`config.mk`:
```
export PLATFORM = sky130hd
export DESIGN_NAME = icache_line_loader
export DESIGN_NICKNAME = d
export VERILOG_FILES = /design/src/rtl/rfPhoenixPkg.sv /design/src/rtl/icache_line_loader.sv
export SDC_FILE = /design/constraint.sdc
export NUM_CORES = 2
export LEC_CHECK = 0
export BUFFER_PORTS_ARGS = -buffer_cell sky130_fd_sc_hd__clkbuf_2
export CORE_ASPECT_RATIO = 0.8
export CORE_MARGIN = 3
export CORE_UTILIZATION = 29
export CTS_BUF_LIST = sky130_fd_sc_hd__clkbuf_4 sky130_fd_sc_hd__clkbuf_8 sky130_fd_sc_hd__clkbuf_16
export DETAILED_ROUTE_END_ITERATION = 16
export GPL_TIMING_DRIVEN = 1
export PLACE_DENSITY = 0.55
export SLEW_MARGIN = 20
export SYNTH_ARGS = -nofsm -noshare
export SYNTH_HDL_FRONTEND = slang
export SYNTH_SLANG_ARGS = --single-unit
```
`constraint.sdc`:
```
create_clock -name clk -period 2.4 [get_ports clk]
set_clock_uncertainty 0.05 [all_clocks]
set_input_delay 0 -clock clk [delete_from_list [all_inputs] [get_ports clk]]
set_output_delay 0 -clock clk [all_outputs]
set_load 0.02 [all_outputs]
```
`src/rtl/rfPhoenixPkg.sv`:
```
// rtl/rfPhoenixPkg.sv - shared rfPhoenix types: instruction-cache line, tag, fill-engine states
package rfPhoenixPkg;

  localparam int ICACHE_ADR_W = 32;
  localparam int ICACHE_BEATS = 4;
  localparam int ICACHE_IDX_W = 9;

  // One 64-byte instruction-cache line; beat slot k occupies bits [128k+127:128k].
  typedef logic [511:0] ICacheLine;

  // Address bits above the 9-bit index and 6-bit line offset.
  typedef logic [ICACHE_ADR_W-16:0] ICacheTag;

  typedef enum logic [1:0] {
    IDLE,
    FETCH,
    WRITE,
    ABORT
  } icl_state_t;

endpackage

```
`src/rtl/icache_line_loader.sv`:
```
// rtl/icache_line_loader.sv - icache line fill engine: 4-beat critical-first fetch, one-cycle line-store write
//
// Ports:
//   clk, rst          rising-edge clock, asynchronous active-low reset
//   miss_req/miss_adr miss request and byte address, sampled only while idle
//   busy              engine not idle
//   cyc_o/stb_o/adr_o bus cycle, strobe and 16-byte aligned beat address
//   ack_i/err_i/dat_i bus beat accept, bus error, 128-bit beat data
//   wr/wadr/line_o    line-store write strobe, index and line data
//   tag_o             tag written alongside the line
//   done/err          one-cycle pulses: line written / fetch aborted
module icache_line_loader
  import rfPhoenixPkg::*;
#(
  parameter int ADR_W = 32,
  parameter int BEATS = 4,
  parameter int TMO   = 255
) (
  input  logic             clk,
  input  logic             rst,
  input  logic             miss_req,
  input  logic [ADR_W-1:0] miss_adr,
  output logic             busy,
  output logic             cyc_o,
  output logic             stb_o,
  output logic [ADR_W-1:0] adr_o,
  input  logic             ack_i,
  input  logic             err_i,
  input  logic [127:0]     dat_i,
  output logic             wr,
  output logic [8:0]       wadr,
  output ICacheLine        line_o,
  output logic [ADR_W-16:0] tag_o,
  output logic             done,
  output logic             err
);

  localparam int TMO_W = $clog2(TMO + 1);

  icl_state_t          state_q, state_d;
  logic [1:0]          cnt_q, cnt_d;
  logic [1:0]          first_q, first_d;
  logic [TMO_W-1:0]    tmo_q, tmo_d;
  logic [ADR_W-7:0]    base_q, base_d;
  ICacheLine           line_q, line_d;
  ICacheLine           line_out_q, line_out_d;
  logic [8:0]          wadr_q, wadr_d;
  logic [ADR_W-16:0]   tag_q, tag_d;
  logic [1:0]          slot;

  // Beat offsets are below the line boundary, so nothing ever carries into bit 6.
  logic unused_adr_bits;
  assign unused_adr_bits = ^miss_adr[3:0];

  // 2-bit add wraps the critical-first order around the line.
  assign slot = first_q + cnt_q;

  always_ff @(posedge clk or negedge rst) begin
    if (!rst) begin
      state_q    <= IDLE;
      cnt_q      <= '0;
      first_q    <= '0;
      tmo_q      <= '0;
      base_q     <= '0;
      line_q     <= '0;
      line_out_q <= '0;
      wadr_q     <= '0;
      tag_q      <= '0;
    end else begin
      state_q    <= state_d;
      cnt_q      <= cnt_d;
      first_q    <= first_d;
      tmo_q      <= tmo_d;
      base_q     <= base_d;
      line_q     <= line_d;
      line_out_q <= line_out_d;
      wadr_q     <= wadr_d;
      tag_q      <= tag_d;
    end
  end

  always_comb begin
    state_d    = state_q;
    cnt_d      = cnt_q;
    first_d    = first_q;
    tmo_d      = tmo_q;
    base_d     = base_q;
    line_d     = line_q;
    line_out_d = line_out_q;
    wadr_d     = wadr_q;
    tag_d      = tag_q;
    case (state_q)
      IDLE: begin
        if (miss_req) begin
          base_d  = miss_adr[ADR_W-1:6];
          first_d = miss_adr[5:4];
          cnt_d   = '0;
          tmo_d   = '0;
          state_d = FETCH;
        end
      end
      FETCH: begin
        if (err_i) begin
          state_d = ABORT;
        end else if (ack_i) begin
          line_d[{slot, 7'b0} +: 128] = dat_i;
          tmo_d = '0;
          if (cnt_q == 2'(BEATS - 1)) begin
            // Output registers load only here so they hold steady outside WRITE.
            line_out_d = line_d;
            wadr_d     = base_q[8:0];
            tag_d      = base_q[ADR_W-7:9];
            state_d    = WRITE;
          end else begin
            cnt_d = cnt_q + 2'd1;
          end
        end else begin
          tmo_d = tmo_q + TMO_W'(1);
          if (tmo_d == TMO_W'(TMO)) begin
            state_d = ABORT;
          end
        end
      end
      WRITE:   state_d = IDLE;
      ABORT:   state_d = IDLE;
      default: state_d = IDLE;
    endcase
  end

  // Control outputs decode straight from the state register, so reset clears them immediately.
  assign busy   = (state_q != IDLE);
  assign cyc_o  = (state_q == FETCH);
  assign stb_o  = (state_q == FETCH);
  assign adr_o  = cyc_o ? {base_q, slot, 4'b0} : '0;
  assign wr     = (state_q == WRITE);
  assign done   = (state_q == WRITE);
  assign err    = (state_q == ABORT);
  assign wadr   = wadr_q;
  assign line_o = line_out_q;
  assign tag_o  = tag_q;

endmodule

```
# Word-level counts from Yosys, hierarchy flattened
# Cells that the tools add are included.
classes:
  muxes: 17
  bitwise: 1
  eq_ne: 11
  n_addsub: 4
  shift: 2
  reduce_logical: 10
op_table:
  columns: ["cell", "n"]
  rows:
  - ["$bwmux 512", 1]
  - ["$shift 128x11->512 const A", 1]
  - ["$shiftx 128x11->512", 1]
  - ["$mux 32", 1]
  - ["$mux 8", 3]
  - ["$mux 2", 9]
  - ["$pmux 8 s2", 1]
  - ["$neg 9->11", 1]
  - ["$reduce_and 3->1", 3]
  - ["$add 8x1->8 const B", 1]
  - ["$eq 8x8->1 const B", 1]
  - ["$eq 2x2->1 const B", 3]
  - ["$ne 2x2->1 const B", 3]
  - ["$pmux 2 s3", 1]
  - ["$reduce_and 5->1", 1]
  - ["$ne 4x1->1 const B", 1]
  - ["$ne 4x2->1 const B", 1]
  - ["$pmux 2 s2", 1]
  - ["$reduce_and 4->1", 1]
  - ["$reduce_bool 2->1", 2]
  - ["$add 2x1->2 const B", 1]
  - ["$add 2x2->2", 1]
  - ["$eq 2x1->1 const B", 1]
  - ["$logic_not 2->1", 1]
  - ["4 further kinds", 4]
word_totals:
  word_cells: 54
  register_bits: 1090

# Depth between registers and ports, before layout
depth:
  word_depth: 6
  ltp_mapped: 10
  mapped_depth_nobuf: 8

# Worst setup path before layout
# No wires, ideal clock.
synth_path:
  path_type: "flip-flop to flip-flop"
  from: "register cnt_q[0]"
  to: "register line_q[364]"
  slack_ns: -0.247
  path_stages_with_launch: 11
  t_required_ns: 2.284
  setup_time_ns: 0.066
  arrival_ns: 2.531
  cell_sequence: "dfrtp_1 > ha_1 > xor2_1 > xnor2_1 > inv_1 > ha_1 > nor4b_2 > and3_1 > clkbuf_1 > buf_2 > a22o_1"
synth_between:
  elab_chain_cells: 4
synth_lines:
  columns: ["item", "line_no", "source"]
  rows:
  - ["start: declaration", "icache_line_loader.sv:41", "logic [1:0] cnt_q, cnt_d;"]
  - ["start signal: assignment", "icache_line_loader.sv:71", "cnt_q <= cnt_d;"]
  - ["$add 2x2->2 (*)", "icache_line_loader.sv:56", "assign slot = first_q + cnt_q;"]
  - ["$neg 9->11 (*)", "icache_line_loader.sv:106", "line_d[{slot, 7'b0} +: 128] = dat_i;"]
  - ["$shiftx 128x11->512 or $shift 128x11->512 (tied branches)", "icache_line_loader.sv:106", null]
  - ["$bwmux 512 (*)", "icache_line_loader.sv:106", null]
  - ["end signal: assignment", "icache_line_loader.sv:75", "line_q <= line_d;"]
  - ["end: declaration", "icache_line_loader.sv:45", "ICacheLine line_q, line_d;"]
# Mark *: on every way between the ends. The rest lies on a longest branch, timed or not.
# A chain may end at the register's enable or synchronous reset.

# Final worst setup path
layout_path:
  from: "register cnt_q[0]"
  to: "register line_q[481]"
# The elaborated chain is that of the path after synthesis.

==> results.py <==
metrics = {
    "sta": {
        "post-route-period-util_pct": 108.4,
        "post-route-min-period_ps": 2602,
        "rsz0062_at_grt": "yes",
        "fmax_ghz": 0.3843,
        "worst_hold_slack_ps": 120.3,
        "setup_viol": 763,
        "relSlewSlack_pct": 59.90,
        "setup_ws_ps": -202.0,
        "finalHoldViolCount": 0,
        "slew_violations": 0,
        "tns_ps": -61580,
        "tightest_slew_ps": 601.5,
    },
    "cts": {
        "clk_latency_ps": 760,
        "htree_levels": 3,
        "root_buffer": "clkbuf_16",
        "clk_pin_slew_worst_paths_ps": 60,
        "cts_sinks": 1090,
        "cts_tree": "built",
        "numCtsBuffers": 115,
        "clockBufferDepth": 3,
    },
    "min_path": {
        "hold_path_end": "line_q[312]",
        "min_from": "dat_i[56]",
        "hold_depth": 3,
        "hp-class": "in -> reg",
    },
    "setup_path": {
        "cp-start-kind": "register",
        "critPathRequiredTime_ps": 3030,
        "path_max_fanout": 52,
        "cp-end-kind": "register",
        "r2r_slack_ps": -200,
        "r2r-end": "line_q[481]",
        "crit_type": "reg -> reg",
        "r2r_cells": 10,
        "crit_arrival_ps": 3230,
        "worstReg2RegStart": "cnt_q[0]",
    },
    "synthesis": {
        "syn_area_um2": 45820,
        "postSynth.asyncResetShare_pct": 100.0,
        "synth_compound_area_share_pct": 21.33,
        "seq_area_frac_synth_pct": 59.54,
        "synth_ff_type": "dfrtp_1",
        "synth_edf_count": 0,
        "synth-seq-cells": 1090,
        "yosys_warnings": 0,
        "synthAdderAreaFrac_pct": 0.2458,
        "synth-simple-area-share_pct": 12.23,
        "synthMuxAreaShare_pct": 1.352,
        "synth_top_family_by_area": "compound AO/OA/AOI/OAI gates",
        "syn-instance-count": 4309,
        "synth.distinct_cells": 44,
        "synth-xor-area-share_pct": 0.09558,
        "avgSynthCellArea_um2": 10.63,
    },
    "placement": {
        "port_buffers": 732,
        "hpwl_mm": 113.5,
        "routabilityCongestion": 0.8202,
        "post-place-cells": 6882,
    },
    "floorplanning": {
        "initial_core_util_pct": 29.41,
        "dieHeight_um": 361.5,
        "core-area_um2": 155800,
        "fp-row-count": 129,
        "num_io_pins": 741,
        "dieArea_um2": 162800,
        "fp.dieW_um": 450.4,
    },
    "cells_and_area": {
        "multiInputGateArea_um2": 16970,
        "finalCoreUtilization_pct": 39.58,
        "fin_cells": 7397,
        "areaGrowthSynthToFinish_pct": 34.54,
        "fillers": 15048,
        "ff_latch_area_um2": 27280,
        "drive_gt1_share_pct": 27.25,
        "nNetsFinal": 5379,
    },
    "power": {
        "pwr-share-clk_pct": 23.9,
        "p_int_mw": 48.72,
        "power.leakage_nw": 29.12,
        "p_seq_share_pct": 34.0,
        "switchingPower_mw": 29.68,
        "ir_worst_vdd_mv": 0.9058,
        "power_frac_comb_pct": 42.1,
        "p_per_area_nw_per_um2": 1272,
        "switching_share_pct": 37.85,
    },
    "drt": {
        "antenna_left": 0,
        "vias": 37151,
        "firstDrtPassIters": 5,
        "wl_per_cell_um": 24.27,
        "drc": 0,
        "drt_wl_total_mm": 179.5,
        "drt_iter0_drc": 3055,
        "via_per_inst": 5.022,
    },
    "run_status": {
        "outcome": "finished, violations left",
        "violations": "setup timing",
    },
    "grt": {
        "grt_first_pass_wirelength_mm": 249.6,
        "grt_remaining_overflow": 0,
        "grt_max_degree": 102,
        "antenna_found_initial": 6,
        "grt_usage_pct": 20.14,
        "grt_pass1_vias": 36413,
    },
    "flow_run": {
        "max_cap_violations": 0,
    },
}
==> Yosys cell counts (3+ instances only) <==
cell type,n,area [um^2]
nand2_1,522,1959
inv_1,5,18.77
and3_1,3,18.77
o31ai_1,3,22.52
and2_1,29,181.4
nor2_1,6,22.52
clkbuf_1,189,709.4
mux2_2,54,608.1
xnor2_1,3,26.28
o21ai_0,522,2613
buf_2,112,560.5
and2_4,3,26.28
a21oi_1,514,2572
nor2b_1,517,3234
buf_1,113,424.2
dfrtp_1,1090,27280
a22o_1,515,4511
nand2b_1,4,25.02
buf_6,40,450.4
ha_1,9,112.6
buf_4,29,217.7
==> worst max-delay path by stage <==
stage | from | endpoint | cells past startpoint
2_1_floorplan | cnt_q[0] | line_o[364] | 10
3_3_place_gp | cnt_q[0] | line_q[290] | 10
3_5_place_dp | cnt_q[0] | line_q[341] | 10
4_1_cts | cnt_q[0] | line_q[366] | 11
5_1_grt | cnt_q[0] | line_q[436] | 11
6_report | cnt_q[0] | line_q[481] | 10
==> routing by layer <==
layer	track usage, %	share of wire, %	up-vias
met4	7.596	3.7	0
met1	27.83	45	18989
li1	-	-	16734
met3	3.328	5.4	250
met5	0	0	-
met2	31.72	46	1178
==> power by group through the flow <==
stage	clock network [mW]	registers, mW	logic (mW)
2_1_floorplan	0	27.5	14.5
3_3_place_gp	0	26.8	26.9
3_5_place_dp	0	26.8	27.2
4_1_cts	19.2	26.6	28.9
5_1_grt	19.9	27.2	35.4
6_report	18.7	26.6	33.0
==> cell type report <==
cell class | instances | share of cell area [%]
Antenna cell | 2 | 0.008119
Clock buffer | 165 | 5.623
Clock inverter | 46 | 0.8241
Inverter | 6 | 0.03654
Multi-Input combinational cell | 2733 | 27.53
Sequential cell | 1090 | 44.25
Tap cell | 2096 | 4.254
Timing Repair Buffer | 1259 | 17.47
==> sequential cells by signal (all words and copies together) (netlist names), 8 cells and up <==
| signal | flops |
|---|---|
| base_q | 26 |
| line_o | 512 |
| line_q | 512 |
| tag_o | 17 |
| tmo_q | 8 |
| wadr | 9 |
==> metrics by stage <==
step           total power [mW]  setup slack (ps)  cell area [um^2]
3_3_place_gp              53.62            -295.7             52810
4_1_cts                   74.67            -181.7             59430
3_5_place_dp              53.93            -301.0             52810
5_1_grt                   82.52            -277.7             61640
2_1_floorplan             42.04            -45.59             45910
6_report                  78.39            -202.0             61640
==> critical path, stage by stage, from the launching register on <==
cell,delay (ps)
dfrtp_1,380
ha_2,200
xor2_2,150
xnor2_2,160
buf_4,160
ha_4,180
nor2b_4,120
and3_4,260
and2_4,290
buf_16,260
a22o_1,210
==> cell usage in the layout, fill, tap and decap left out, drive strengths merged, types with 4 or more instances in the layout <==
cell	synthesis	layout
a22o	515	515
o21ai	522	522
mux2	55	55
nor2	7	7
and2	32	32
a21oi	514	514
inv	6	13
nand2b	5	5
bufinv	0	6
ha	9	9
clkbuf	189	939
clkinv	0	28
dfrtp	1090	1090
nor2b	517	517
buf	294	267
conb	1	4
nand2	522	522
clkinvlp	0	5
dlygate4sd3	0	218
==> kinds of logic after synthesis <==
| family | after synthesis |
|---|---|
| AOI/OAI and AO/OA | 1561 |
| and+or+nand+nor | 1099 |
| DFF | 1090 |
| buffers and inverters | 489 |
| muxes | 55 |
| adders and majority gates | 9 |
| xor gates and xnor gates | 5 |
| other | 1 |
==> timing repair <==
action | 4_1_cts | 5_1_grt
resized for setup | 51 | 285
gates cloned | 8 | 46
hold buffers | 219 | 0
pin swaps | 18 | 216
setup buffers | 9 | 23
endpoints found under the hold margin | 2112 | 0
endpoints found under the setup margin | 949 | 1026
(Power assumes the default switching activity.)
